### src/rtl/pong_pkg.sv
// Shared constants for the Pong text overlay: character codes, text-region
// geometry, colour width and screen dimensions.
package pong_pkg;

    // Colour channel width used on the pixel mux path
    localparam int RGB_W = 12;

    // Visible screen size in pixels
    localparam logic [9:0] SCREEN_W = 10'd640;
    localparam logic [9:0] SCREEN_H = 10'd480;

    // Text band: top 32 scan lines, eight 16-pixel-wide character cells
    localparam logic [9:0] TEXT_ROWS = 10'd32;
    localparam logic [9:0] TEXT_COLS = 10'd8;

    // ASCII codes for the "SCORE:" banner; digits are CH_DIGIT0 + value
    localparam logic [6:0] CH_S      = 7'h53;
    localparam logic [6:0] CH_C      = 7'h43;
    localparam logic [6:0] CH_O      = 7'h4F;
    localparam logic [6:0] CH_R      = 7'h52;
    localparam logic [6:0] CH_E      = 7'h45;
    localparam logic [6:0] CH_COLON  = 7'h3A;
    localparam logic [6:0] CH_DIGIT0 = 7'h30;
    localparam logic [6:0] CH_BLANK  = 7'h00;

    // Character cell index within the text band
    typedef enum logic [2:0] {
        COL_S,
        COL_C,
        COL_O,
        COL_R,
        COL_E,
        COL_COLON,
        COL_TENS,
        COL_ONES
    } text_col_t;

    // ASCII code of a single BCD digit
    function automatic logic [6:0] digit_code(input logic [3:0] digit);
        return CH_DIGIT0 + {3'b000, digit};
    endfunction

endpackage

### src/rtl/pong_text_bcd2_counter.sv
// Two-digit BCD score counter: increments 00..99 with wrap, clear has priority.
module bcd2_counter
    import pong_pkg::*;
(
    input  logic       clk,
    input  logic       reset,
    input  logic       inc,
    input  logic       clr,
    output logic [7:0] bcd
);

    logic [3:0] tens;
    logic [3:0] ones;

    // Score update: clear beats increment; ones carry into tens, 99 wraps to 00
    always_ff @(posedge clk) begin
        // NOTE: state is updated with non-blocking assignments so every register
        // samples the pre-edge values, matching real flip-flop behaviour.
        if (reset || clr) begin
            tens <= 4'd0;
            ones <= 4'd0;
        end else if (inc) begin
            if (ones == 4'd9) begin
                ones <= 4'd0;
                tens <= (tens == 4'd9) ? 4'd0 : tens + 4'd1;
            end else begin
                ones <= ones + 4'd1;
            end
        end
    end

    assign bcd = {tens, ones};

endmodule

### src/rtl/pong_text.sv
// Score/text overlay: maps the current pixel to a font_rom address, realigns the
// pixel attributes to the ROM's one-cycle latency and drives text_on/text_rgb.
module pong_text
    import pong_pkg::*;
#(
    parameter int                 RGB_W  = pong_pkg::RGB_W,
    parameter logic [RGB_W-1:0]   FG_RGB = 12'hFFF,
    parameter logic [RGB_W-1:0]   BG_RGB = 12'h000
) (
    input  logic             clk,
    input  logic             reset,
    input  logic [9:0]       pixel_x,
    input  logic [9:0]       pixel_y,
    input  logic             video_on,
    input  logic             d_inc,
    input  logic             d_clr,
    output logic [10:0]      font_addr,
    input  logic [7:0]       font_data,
    output logic [7:0]       score_bcd,
    output logic             text_on,
    output logic [RGB_W-1:0] text_rgb
);

    logic [7:0] disp_bcd;
    logic       region;
    logic [2:0] char_col;
    logic [3:0] glyph_row;
    logic [2:0] bit_col;
    logic [6:0] char_code;

    logic [2:0] bit_col_d;
    logic       region_d;
    logic       video_on_d;

    // Glyphs are doubled, so the lowest coordinate bits never select anything
    logic unused_lsbs;
    assign unused_lsbs = pixel_x[0] ^ pixel_y[0];

    bcd2_counter u_score (
        .clk   (clk),
        .reset (reset),
        .inc   (d_inc),
        .clr   (d_clr),
        .bcd   (score_bcd)
    );

    // Pixel position decode: text band membership and cell/row/bit coordinates
    always_comb begin
        region    = (pixel_y < TEXT_ROWS) && (pixel_x[9:4] < TEXT_COLS[5:0])
                    && (pixel_x < SCREEN_W) && (pixel_y < SCREEN_H);
        char_col  = pixel_x[6:4];
        glyph_row = pixel_y[4:1];
        bit_col   = pixel_x[3:1];
    end

    // Character selection for the "SCORE:DD" banner, blank glyph elsewhere
    always_comb begin
        // NOTE: default first so every path assigns char_code and no latch is inferred.
        char_code = CH_BLANK;
        if (region) begin
            case (text_col_t'(char_col))
                COL_S:     char_code = CH_S;
                COL_C:     char_code = CH_C;
                COL_O:     char_code = CH_O;
                COL_R:     char_code = CH_R;
                COL_E:     char_code = CH_E;
                COL_COLON: char_code = CH_COLON;
                COL_TENS:  char_code = digit_code(disp_bcd[7:4]);
                COL_ONES:  char_code = digit_code(disp_bcd[3:0]);
                default:   char_code = CH_BLANK;
            endcase
        end
    end

    // The ROM registers the address itself, so the address leaves unregistered
    assign font_addr = {char_code, glyph_row};

    // Frame latch: capture the score at the first pixel so a frame never tears
    always_ff @(posedge clk) begin
        if (reset)
            disp_bcd <= 8'h00;
        else if (pixel_x == 10'd0 && pixel_y == 10'd0)
            disp_bcd <= score_bcd;
    end

    // Stage-1 alignment: delay pixel attributes to meet font_data
    always_ff @(posedge clk) begin
        if (reset) begin
            bit_col_d  <= 3'd0;
            region_d   <= 1'b0;
            video_on_d <= 1'b0;
        end else begin
            bit_col_d  <= bit_col;
            region_d   <= region;
            video_on_d <= video_on;
        end
    end

    // Colour mux for the aligned pixel; bit 7 of a glyph row is its leftmost pixel
    always_comb begin
        text_on = region_d & font_data[~bit_col_d];
        if (!video_on_d)
            text_rgb = '0;
        else if (text_on)
            text_rgb = FG_RGB;
        else if (region_d)
            text_rgb = BG_RGB;
        else
            text_rgb = '0;
    end

endmodule

### config.mk
export PLATFORM = sky130hd
export DESIGN_NAME = pong_text
export DESIGN_NICKNAME = d
export VERILOG_FILES = /design/src/rtl/pong_pkg.sv /design/src/rtl/pong_text_bcd2_counter.sv /design/src/rtl/pong_text.sv
export SDC_FILE = /design/constraint.sdc
export NUM_CORES = 1
export LEC_CHECK = 0
export BUFFER_PORTS_ARGS = -buffer_cell sky130_fd_sc_hd__buf_2
export CAP_MARGIN = 20
export CORE_UTILIZATION = 49
export CTS_BUF_LIST = sky130_fd_sc_hd__clkbuf_16
export CTS_CLUSTER_SIZE = 14
export DETAILED_ROUTE_END_ITERATION = 7
export PLACE_DENSITY = 0.9
export SLEW_MARGIN = 20
export SYNTH_ARGS = -nofsm -noshare
export SYNTH_HDL_FRONTEND = slang
export SYNTH_SLANG_ARGS = --single-unit
### constraint.sdc
create_clock -name clk -period 2.5 [get_ports clk]
set_input_delay 0.125 -clock clk [delete_from_list [all_inputs] [get_ports clk]]
set_output_delay 0.125 -clock clk [all_outputs]
set_load 0.02 [all_outputs]
==> results of run 1 <==
final timing paths:
kind	start	slack, ps	to	depth (start not counted)
setup reg to reg	u_score.ones[0]$_SDFFE_PP0P_	1300	u_score.tens[3]$_SDFFE_PP0P_	4
hold reg to reg	disp_bcd[1]$_SDFFE_PP0P_	480	disp_bcd[1]$_SDFFE_PP0P_	2
hold / removal	video_on	80	video_on_d$_SDFF_PP0_	2
setup / recovery	bit_col_d[0]$_SDFF_PP0_	560	text_rgb[4]	5
Yosys cell counts (all sizes together):
cell	n	share of area, %
mux4	2	4.1
xor2	4	2.7
nor4	5	4.4
mux2i	10	7.8
xnor2	1	0.68
and3	1	0.49
a21o	1	0.58
nor3b	1	0.58
dfxtp	21	33
o21a	1	0.58
inv	4	1.2
nor2b	10	4.9
nand2	6	1.9
and2	1	0.49
nor2	12	4.8
and4b	1	0.78
a41o	1	0.78
a21oi	8	3.1
buf	16	9.6
nand4	1	0.49
o211ai	1	0.58
a211o	1	0.68
clkbuf	5	1.5
a211oi	1	0.58
or2	1	0.49
nand3	4	1.9
o21ai	7	2.7
nand2b	18	8.7
nor3	1	0.39
state kept, by name (all words and copies together), names as in the netlist:
name / cells
disp_bcd: 8
u_score.ones: 4
u_score.tens: 4
bit_col_d: 3
region_d: 1
video_on_d: 1
area by class of cell:
cell class,instances,area [um^2],share of cell area [%]
sequential,21,420.4,26.50
multi-input combinational,100,710.7,44.80
timing repair buffer,64,320.3,20.19
clock inverter,1,7.507,0.4732
clock buffer,3,75.07,4.732
inverter,4,15.01,0.9464
tap,30,37.54,2.366
layer usage:
layer | up-vias | track usage [%]
li1 | 575 | -
met1 | 527 | 21.00
met2 | 57 | 37.71
met3 | 3 | 5.460
met4 | 0 | 5.263
met5 | - | 0
cells by family (layout without fill, tap and decap cells):
| group | count (synthesis) | after routing | share of synthesized area (%) |
|---|---|---|---|
| simple gates | 62 | 62 | 30.29 |
| compound gates | 21 | 21 | 9.613 |
| flops | 21 | 21 | 32.62 |
| buf+inv | 25 | 72 | 12.23 |
| mux | 12 | 12 | 11.84 |
| xor+xnor | 5 | 5 | 3.398 |
where the power goes:
group	internal [W]	switching (W)	total [W]
registers	0.000339	0.00000364	0.000343
logic	0.0000416	0.0000415	0.0000831
clock network	0.000217	0.000131	0.000347
stage by stage:
step | total power (W) | util (%)
final | 0.0007733 | 64.04
after global routing | 0.0007993 | 64.04
after global placement | 0.0004314 | 60.71
after CTS | 0.0007812 | 64.04
after floorplan | 0.0004015 | -
after detailed placement | 0.0004341 | 60.71
critical path, stage by stage, from the launching register on:
cell	delay, ps
dfxtp_1	350
mux4_1	550
mux2i_1	170
nor2b_1	70
and2_1	230
buf_2	190
==> impl_metrics.tcl, run 1 <==
set metrics [dict create \
    clk_pin_slew_ps 60 \
    place.gp.congestion 0.7107 \
    grt_max_degree 23 \
    syn_area_per_cell_um2 8.827 \
    antenna_found_initial 0 \
    relSlewSlack_pct 77.27 \
    wl_per_cell_um 11.91 \
    grt_first_pass_wirelength_um 4084 \
    met3WireLength_um 238 \
    min_path_type "input port to register" \
    clk_latency_ps 260 \
    placed_area_mm2 0.001504 \
    syn_to_final_growth_pct 23.11 \
    drive_above_1_share_pct 39.38 \
    row_count 18 \
    rsz0062_at_grt "false" \
    drtIter0Drc 17 \
    clk_path_buf_depth 2 \
    critPathMaxFanout 12 \
    drtPass1Iterations 4 \
    arrival_ps 1820 \
    worst_ep_required_time_ps 2380 \
    postSynthCellCount 146 \
    drc 0 \
    vdd_drop_max_uv 477.7 \
    fin_cells 223 \
    outcome "finished clean" \
    grt_pass1_vias 1005 \
    layout_common_cells "buf_2, dfxtp_1, nand2b_1" \
    stdcell_area_mm2 0.001587 \
    cts_tree "yes" \
    tightestPinTransition_ps 337.9 \
    dp.cells 219 \
    cts_root_buf "clkbuf_16" \
    setup-tns-final_ps 0 \
    period_share_pct 77.64 \
    die_h_um 53.29 \
    fin_crit_ps 1941 \
    track_usage_pct 19.89 \
    m1WireLength_um 1077 \
    io_pins 65 \
    end_kind "output pin" \
    max_cap_viol_count 0 \
    vias 1162 \
    fin_ws_ps 558.9 \
    pre_cts_slack_ps 802.9 \
    worst_hold_slack_ps 76.55 \
    wl_met2_um 1320 \
    io_buffers 64 \
    antenna_left 0 \
    synth_cell_type_count 35 \
    finClkSkew_ps 2.506 \
    chipWidth_um 53.29 \
    diodes 0 \
    syn-num-nets 179 \
    drv_slew 0 \
    p_per_area_mw_per_mm2 487.4 \
    p_leak_nw 0.7424 \
    grt_overflow 0 \
    worstSetupPathType "register to output pin" \
    dieArea_mm2 0.002839 \
    yosysSeqAreaShare_pct 32.62 \
    top_layer_used "met4" \
    start_util_pct 52.02 \
    hold_violations 0 \
    ys_ff_latch 21 \
    ctsHoldBuffers 0 \
    htree_levels 1 \
    totalWireLength_um 2657 \
    cp-start-kind "register" \
    vias_per_cell 5.211 \
    coreArea_mm2 0.002477 \
    dp.final_hpwl_um 2016 \
    numCtsBuffers 3 \
    layout.nets 227 \
    cts_setup_buffers 0 \
    clkSinkCount 21 \
    fmax_ghz 0.5152 \
    nFillCells 241 \
    final_common_cell "buf_2" \
    setup_viol 0 \
    yosysWarnings 0 \
    cts_resized 0 \
    netlist_area_mm2 0.001289 \
]
Note: power is estimated with default switching activity, not from simulation.
==> run 2: changes to the inputs <==
--- a/config.mk
+++ b/config.mk
@@ -7,11 +7,11 @@
 export LEC_CHECK = 0
 export BUFFER_PORTS_ARGS = -buffer_cell sky130_fd_sc_hd__buf_2
 export CAP_MARGIN = 20
-export CORE_UTILIZATION = 49
+export CORE_UTILIZATION = 41
 export CTS_BUF_LIST = sky130_fd_sc_hd__clkbuf_16
 export CTS_CLUSTER_SIZE = 14
 export DETAILED_ROUTE_END_ITERATION = 7
-export PLACE_DENSITY = 0.9
+export PLACE_DENSITY = 0.81
 export SLEW_MARGIN = 20
 export SYNTH_ARGS = -nofsm -noshare
 export SYNTH_HDL_FRONTEND = slang
==> constraint.sdc (replaced) <==
create_clock -name clk -period 1.65 [get_ports clk]
set_input_delay 0.0825 -clock clk [delete_from_list [all_inputs] [get_ports clk]]
set_output_delay 0.0825 -clock clk [all_outputs]
set_load 0.02 [all_outputs]
==> run 2 against run 1 <==
Compared with the run above: combinational power grew 52%; the flow now finishes with violations (DRC, setup timing); core utilization shrank 7.2 points; largest cell class unchanged; global-route usage shrank 3.6 points; critical path depth is the same; clock-buffer cell count is the same; die area grew 19%; sequential power grew 52%; critical path type unchanged; highest routed layer unchanged.
==> impl_metrics.tcl, run 2 (synthesis results as in run 1) <==
set metrics [dict create \
    outcome "finished, violations left" \
    violations "DRC, setup timing" \
    worstSetupPathType "register to output pin" \
    tightestPinTransition_ps 294.6 \
    p_leak_nw 0.7430 \
    dp.cells 231 \
    start_util_pct 44.80 \
    path_cells "mux4_2 -> mux2i_1 -> nor2b_1 -> and2_4 -> buf_4" \
    track_usage_pct 16.26 \
    fin_crit_ps 1744 \
    place.gp.congestion 0.6901 \
    grt_overflow 0 \
    ctsHoldBuffers 0 \
    rsz0062_at_grt "true" \
    crit_slowest_cell "mux4_2" \
    clk_pin_slew_ps 60 \
    wl_per_cell_um 10.95 \
    drc 9 \
    final_common_cell "buf_2" \
    grt_first_pass_wirelength_um 4229 \
    io_buffers 64 \
    fin_ws_ps -93.83 \
    worst_hold_slack_ps 36.31 \
    chipWidth_um 58.07 \
    combPwrFrac_pct 10.9 \
    hold_depth 2 \
    diodes 0 \
    htree_levels 1 \
    row_count 19 \
    end_kind "output pin" \
    antenna_found_initial 0 \
    layout_common_cells "buf_2, dfxtp_1, nand2b_1" \
    pwr-share-clk_pct 44.0 \
    top_register "disp_bcd" \
    reg2reg_depth 4 \
    grt_max_degree 23 \
    numCtsBuffers 3 \
    arrival_ps 1660 \
    clkSinkCount 21 \
    vias_per_cell 4.818 \
    switchingPower_w 0.0002535 \
    drtIter0Drc 38 \
    p_per_area_mw_per_mm2 708.2 \
    die_h_um 58.07 \
    worst_ep_required_time_ps 1570 \
    clk_path_buf_depth 2 \
    syn_to_final_growth_pct 26.80 \
    cts_setup_buffers 0 \
    largest_reg_flops 8 \
    cp-start-kind "register" \
    vias 1137 \
    top_regs "disp_bcd (8), u_score.ones (4), u_score.tens (4)" \
    final_util_pct 56.81 \
    cts_root_buf "clkbuf_16" \
    layout.nets 228 \
    max_cap_viol_count 0 \
    fin_cells 236 \
    setup_viol 12 \
    dieArea_mm2 0.003372 \
    min_path_type "input port to register" \
    drv_slew 0 \
    drive_above_1_share_pct 41.75 \
    critical-path-max-stage-delay_ps 500 \
    relSlewSlack_pct 80.18 \
    setup-tns-final_ps -1117 \
    period_share_pct 105.7 \
    seq_power_share_pct 45.0 \
    p_int_w 0.0009036 \
    totalWireLength_um 2585 \
    coreArea_mm2 0.002877 \
    fmax_ghz 0.5735 \
    p_total_w 0.001157 \
    hold_violations 0 \
    antenna_left 0 \
    grt_pass1_vias 976 \
    clk_latency_ps 250 \
    vdd_drop_max_uv 507.9 \
    critPathMaxFanout 6 \
    cts_tree "yes" \
    finClkSkew_ps 1.746 \
    io_pins 65 \
    switching_share_pct 21.91 \
    drtPass1Iterations 8 \
    dp.final_hpwl_um 1885 \
]
-- run 2: cell types whose count changed in the layout (fill, tap and decap cells not counted), sizes merged --
cell	before	now
clkinv	0	1
and2	1	2
clkinvlp	1	0
-- run 2: layout make-up --
type                    count  area [um^2]
fillers                   278         1242
multi-input cells         101        714.4
flip-flops and latches     21        421.7
repair buffers             64        350.3
clock buffers               3        75.07
well taps                  42        52.55
inverters                   4        15.01
clock inverters             1        5.005
-- run 2: stage by stage --
step | setup slack, ps | area [um^2]
after floorplan | 48.34 | 1291
after global placement | 147.2 | 1521
after detailed placement | 69.03 | 1521
after CTS | -114.7 | 1634
after global routing | -160.2 | 1634
final | -93.83 | 1634
-- run 2: worst paths after layout --
| kind | start | to | slack, ps |
|---|---|---|---|
| worst min-delay path | video_on | video_on_d$_SDFF_PP0_ | 40 |
| worst min register to register | disp_bcd[3]$_SDFFE_PP0P_ | disp_bcd[3]$_SDFFE_PP0P_ | 480 |
| worst max register to register | u_score.ones[2]$_SDFFE_PP0P_ | u_score.tens[1]$_SDFFE_PP0P_ | 460 |
| worst max-delay path | bit_col_d[0]$_SDFF_PP0_ | text_rgb[8] | -90 |
-- run 2: power groups by stage --
stage,registers (W),logic [W],clock network [W]
CTS,0.000521,0.000128,0.000528
detailed placement,0.000531,0.000126,0
finish,0.000521,0.000126,0.000510
global placement,0.000530,0.000123,0
floorplan,0.000532,0.0000768,0
global route,0.000522,0.000140,0.000546
-- run 2: layer usage --
metal  global-route usage, %  up-vias  routed length [um]
met1                   19.67      505                1158
met3                   4.688        4                 231
met5                       0        -                   0
met2                   27.26       49                1159
li1                        -      579                   -
met4                   6.122        0                  35
-- run 2: timing repair --
action / 4_1_cts / 5_1_grt
gates cloned: 1 / 0
pin swaps: 1 / 0
hold endpoints to repair: 0 / 0
resized for setup: 16 / 0
endpoints found under the setup margin: 13 / 12
-- run 2: critical path, delay by kind of cell, from the launching register on --
| kind | cells | cell delay [ps] |
|---|---|---|
| buffers and inverters | 1 | 150 |
| multiplexers | 2 | 650 |
| flip-flops | 1 | 350 |
| AND/OR/NAND/NOR | 2 | 250 |
==> run 3: changes to the inputs <==
--- a/config.mk
+++ b/config.mk
@@ -7,11 +7,12 @@
 export LEC_CHECK = 0
 export BUFFER_PORTS_ARGS = -buffer_cell sky130_fd_sc_hd__buf_2
 export CAP_MARGIN = 20
-export CORE_UTILIZATION = 41
+export CORE_UTILIZATION = 45
 export CTS_BUF_LIST = sky130_fd_sc_hd__clkbuf_16
+export CTS_CLUSTER_DIAMETER = 50
 export CTS_CLUSTER_SIZE = 14
 export DETAILED_ROUTE_END_ITERATION = 7
-export PLACE_DENSITY = 0.81
+export PLACE_DENSITY = 0.84
 export SLEW_MARGIN = 20
 export SYNTH_ARGS = -nofsm -noshare
 export SYNTH_HDL_FRONTEND = slang
==> constraint.sdc (replaced) <==
create_clock -name clk -period 1.8 [get_ports clk]
set_input_delay 0.09 -clock clk [delete_from_list [all_inputs] [get_ports clk]]
set_output_delay 0.09 -clock clk [all_outputs]
set_load 0.02 [all_outputs]
==> run 3 against run 2 <==
Compared with the run above: the run now ends clean; die area decreased by 8.6%; sequential power down 8.4%; clock skew grew 2.5 ps; register-to-register slack improved by 130 ps; critical path type unchanged; critical path depth unchanged.
==> impl_metrics.tcl, run 3 (synthesis results as in run 1) <==
set metrics [dict create \
    cp-start-kind "register" \
    r2r_start "u_score.ones[2]$_SDFFE_PP0P_" \
    arrival_ps 1680 \
    row_count 19 \
    drtIter0Drc 28 \
    coreArea_mm2 0.002734 \
    wl_per_cell_um 11.05 \
    max_cap_viol_count 0 \
    hold_violations 0 \
    top_register "disp_bcd" \
    totalWireLength_um 2475 \
    io_buffers 64 \
    period_share_pct 98.17 \
    final_common_cell "buf_2" \
    clk_latency_ps 260 \
    start_util_pct 47.14 \
    worstHoldEndpoint "video_on_d$_SDFF_PP0_" \
    numCtsBuffers 3 \
    grt_pass1_vias 961 \
    setup-tns-final_ps 0 \
    rr_endpoint "u_score.tens[1]$_SDFFE_PP0P_" \
    antenna_found_initial 0 \
    worstSetupPathType "register to output pin" \
    grt_max_degree 23 \
    grt_first_pass_wirelength_um 4064 \
    path_cells "mux4_1 -> mux2i_1 -> nor2b_1 -> and2_4 -> buf_2" \
    critPathMaxFanout 12 \
    drtPass1Iterations 4 \
    ctsHoldBuffers 0 \
    fin_cells 224 \
    top_regs "disp_bcd (8), u_score.ones (4), u_score.tens (4)" \
    diodes 0 \
    min_path_type "input port to register" \
    layout.nets 227 \
    finClkSkew_ps 4.245 \
    p_leak_nw 0.7471 \
    r2r_setup_slack_ps 590 \
    hold_depth 2 \
    crit_slowest_cell "mux4_1" \
    antenna_left 0 \
    reg2reg_depth 4 \
    vdd_drop_max_uv 508.8 \
    cts_tree "yes" \
    outcome "finished clean" \
    largest_reg_flops 8 \
    end_kind "output pin" \
    clk_path_buf_depth 2 \
    clk_pin_slew_ps 60 \
    fmax_ghz 0.5659 \
    worst_ep_required_time_ps 1710 \
    clkSinkCount 21 \
    place.gp.congestion 0.6885 \
    cts_root_buf "clkbuf_16" \
    min_from "video_on" \
    track_usage_pct 16.64 \
    fin_crit_ps 1767 \
    critical-path-max-stage-delay_ps 540 \
    vias_per_cell 4.911 \
    htree_levels 1 \
    relSlewSlack_pct 80.19 \
    dp.cells 220 \
    cts_setup_buffers 0 \
    syn_to_final_growth_pct 24.27 \
    p_per_area_mw_per_mm2 663.7 \
    grt_overflow 0 \
    dp.final_hpwl_um 1855 \
    chipWidth_um 55.52 \
    io_pins 65 \
    die_h_um 55.52 \
    vias 1100 \
    drc 0 \
    setup_viol 0 \
    layout_common_cells "buf_2, dfxtp_1, nand2b_1" \
    tightestPinTransition_ps 294.4 \
    dieArea_mm2 0.003082 \
    drive_above_1_share_pct 40.41 \
    drv_slew 0 \
]
run 3: changes by cell type in the layout (fill, tap and decap cells not counted):
cell,delta
mux4_2,-2
buf_4,-7
and2_4,-1
mux4_1,+2
buf_2,+7
run 3: cell type report:
cell class | instances | area (um^2)
timing repair buffer | 64 | 332.8
clock inverter | 1 | 5.005
fill | 249 | 1132
inverter | 4 | 15.01
clock buffer | 3 | 75.07
tap | 31 | 38.79
multi-input combinational | 100 | 713.2
sequential | 21 | 421.7
run 3: worst max path at each step:
| stage | from | to | slack [ps] | cells past startpoint |
|---|---|---|---|---|
| after floorplan | bit_col_d[0]$_SDFF_PP0_ | text_rgb[10] | 100 | 5 |
| after global placement | bit_col_d[0]$_SDFF_PP0_ | text_rgb[10] | 230 | 5 |
| after detailed placement | bit_col_d[0]$_SDFF_PP0_ | text_rgb[7] | 180 | 5 |
| after CTS | bit_col_d[0]$_SDFF_PP0_ | text_rgb[7] | 2 | 5 |
| after global routing | bit_col_d[0]$_SDFF_PP0_ | text_rgb[3] | -10 | 5 |
| final | bit_col_d[0]$_SDFF_PP0_ | text_rgb[7] | 30 | 5 |
run 3: stage by stage:
stage | setup WS [ps] | hold slack (ps) | total power [W] | area [um^2] | utilization, %
after floorplan | 98.93 | 218.2 | 0.0005577 | 1290 | -
after global placement | 227.1 | 296.9 | 0.0005985 | 1506 | 55.10
after detailed placement | 177.5 | 307.0 | 0.0006010 | 1506 | 55.10
after CTS | 1.718 | 43.61 | 0.001080 | 1589 | 58.12
after global routing | -12.08 | 67.07 | 0.001114 | 1602 | 58.58
final | 32.89 | 44.67 | 0.001063 | 1602 | 58.58
run 3: routing by layer:
| layer | vias to the layer above | track usage (%) | wire [um] |
|---|---|---|---|
| met4 | 0 | 7.500 | 40 |
| met3 | 3 | 3.981 | 177 |
| met5 | - | 0 | 0 |
| li1 | 576 | - | - |
| met2 | 52 | 28.06 | 1121 |
| met1 | 469 | 19.97 | 1135 |
run 3: where the power goes:
part	total (W)	leakage, nW	internal, W	switching [W]
Clock	0.000472	0.0409	0.000299	0.000173
Combinational	0.000114	0.536	0.0000578	0.0000565
Sequential	0.000477	0.171	0.000472	0.00000511
Total	0.00106	0.747	0.000828	0.000235
run 3: repair_timing:
item | in CTS | in global routing
endpoints found under the setup margin | 12 | 12
resized for setup | 2 | 5
pin swaps | 0 | 1
run 3: critical path: cells and delay by family (launching register included):
| family | cells | cell delay [ps] |
|---|---|---|
| flops | 1 | 340 |
| mux | 2 | 690 |
| buf+inv | 1 | 160 |
| simple gates | 2 | 240 |
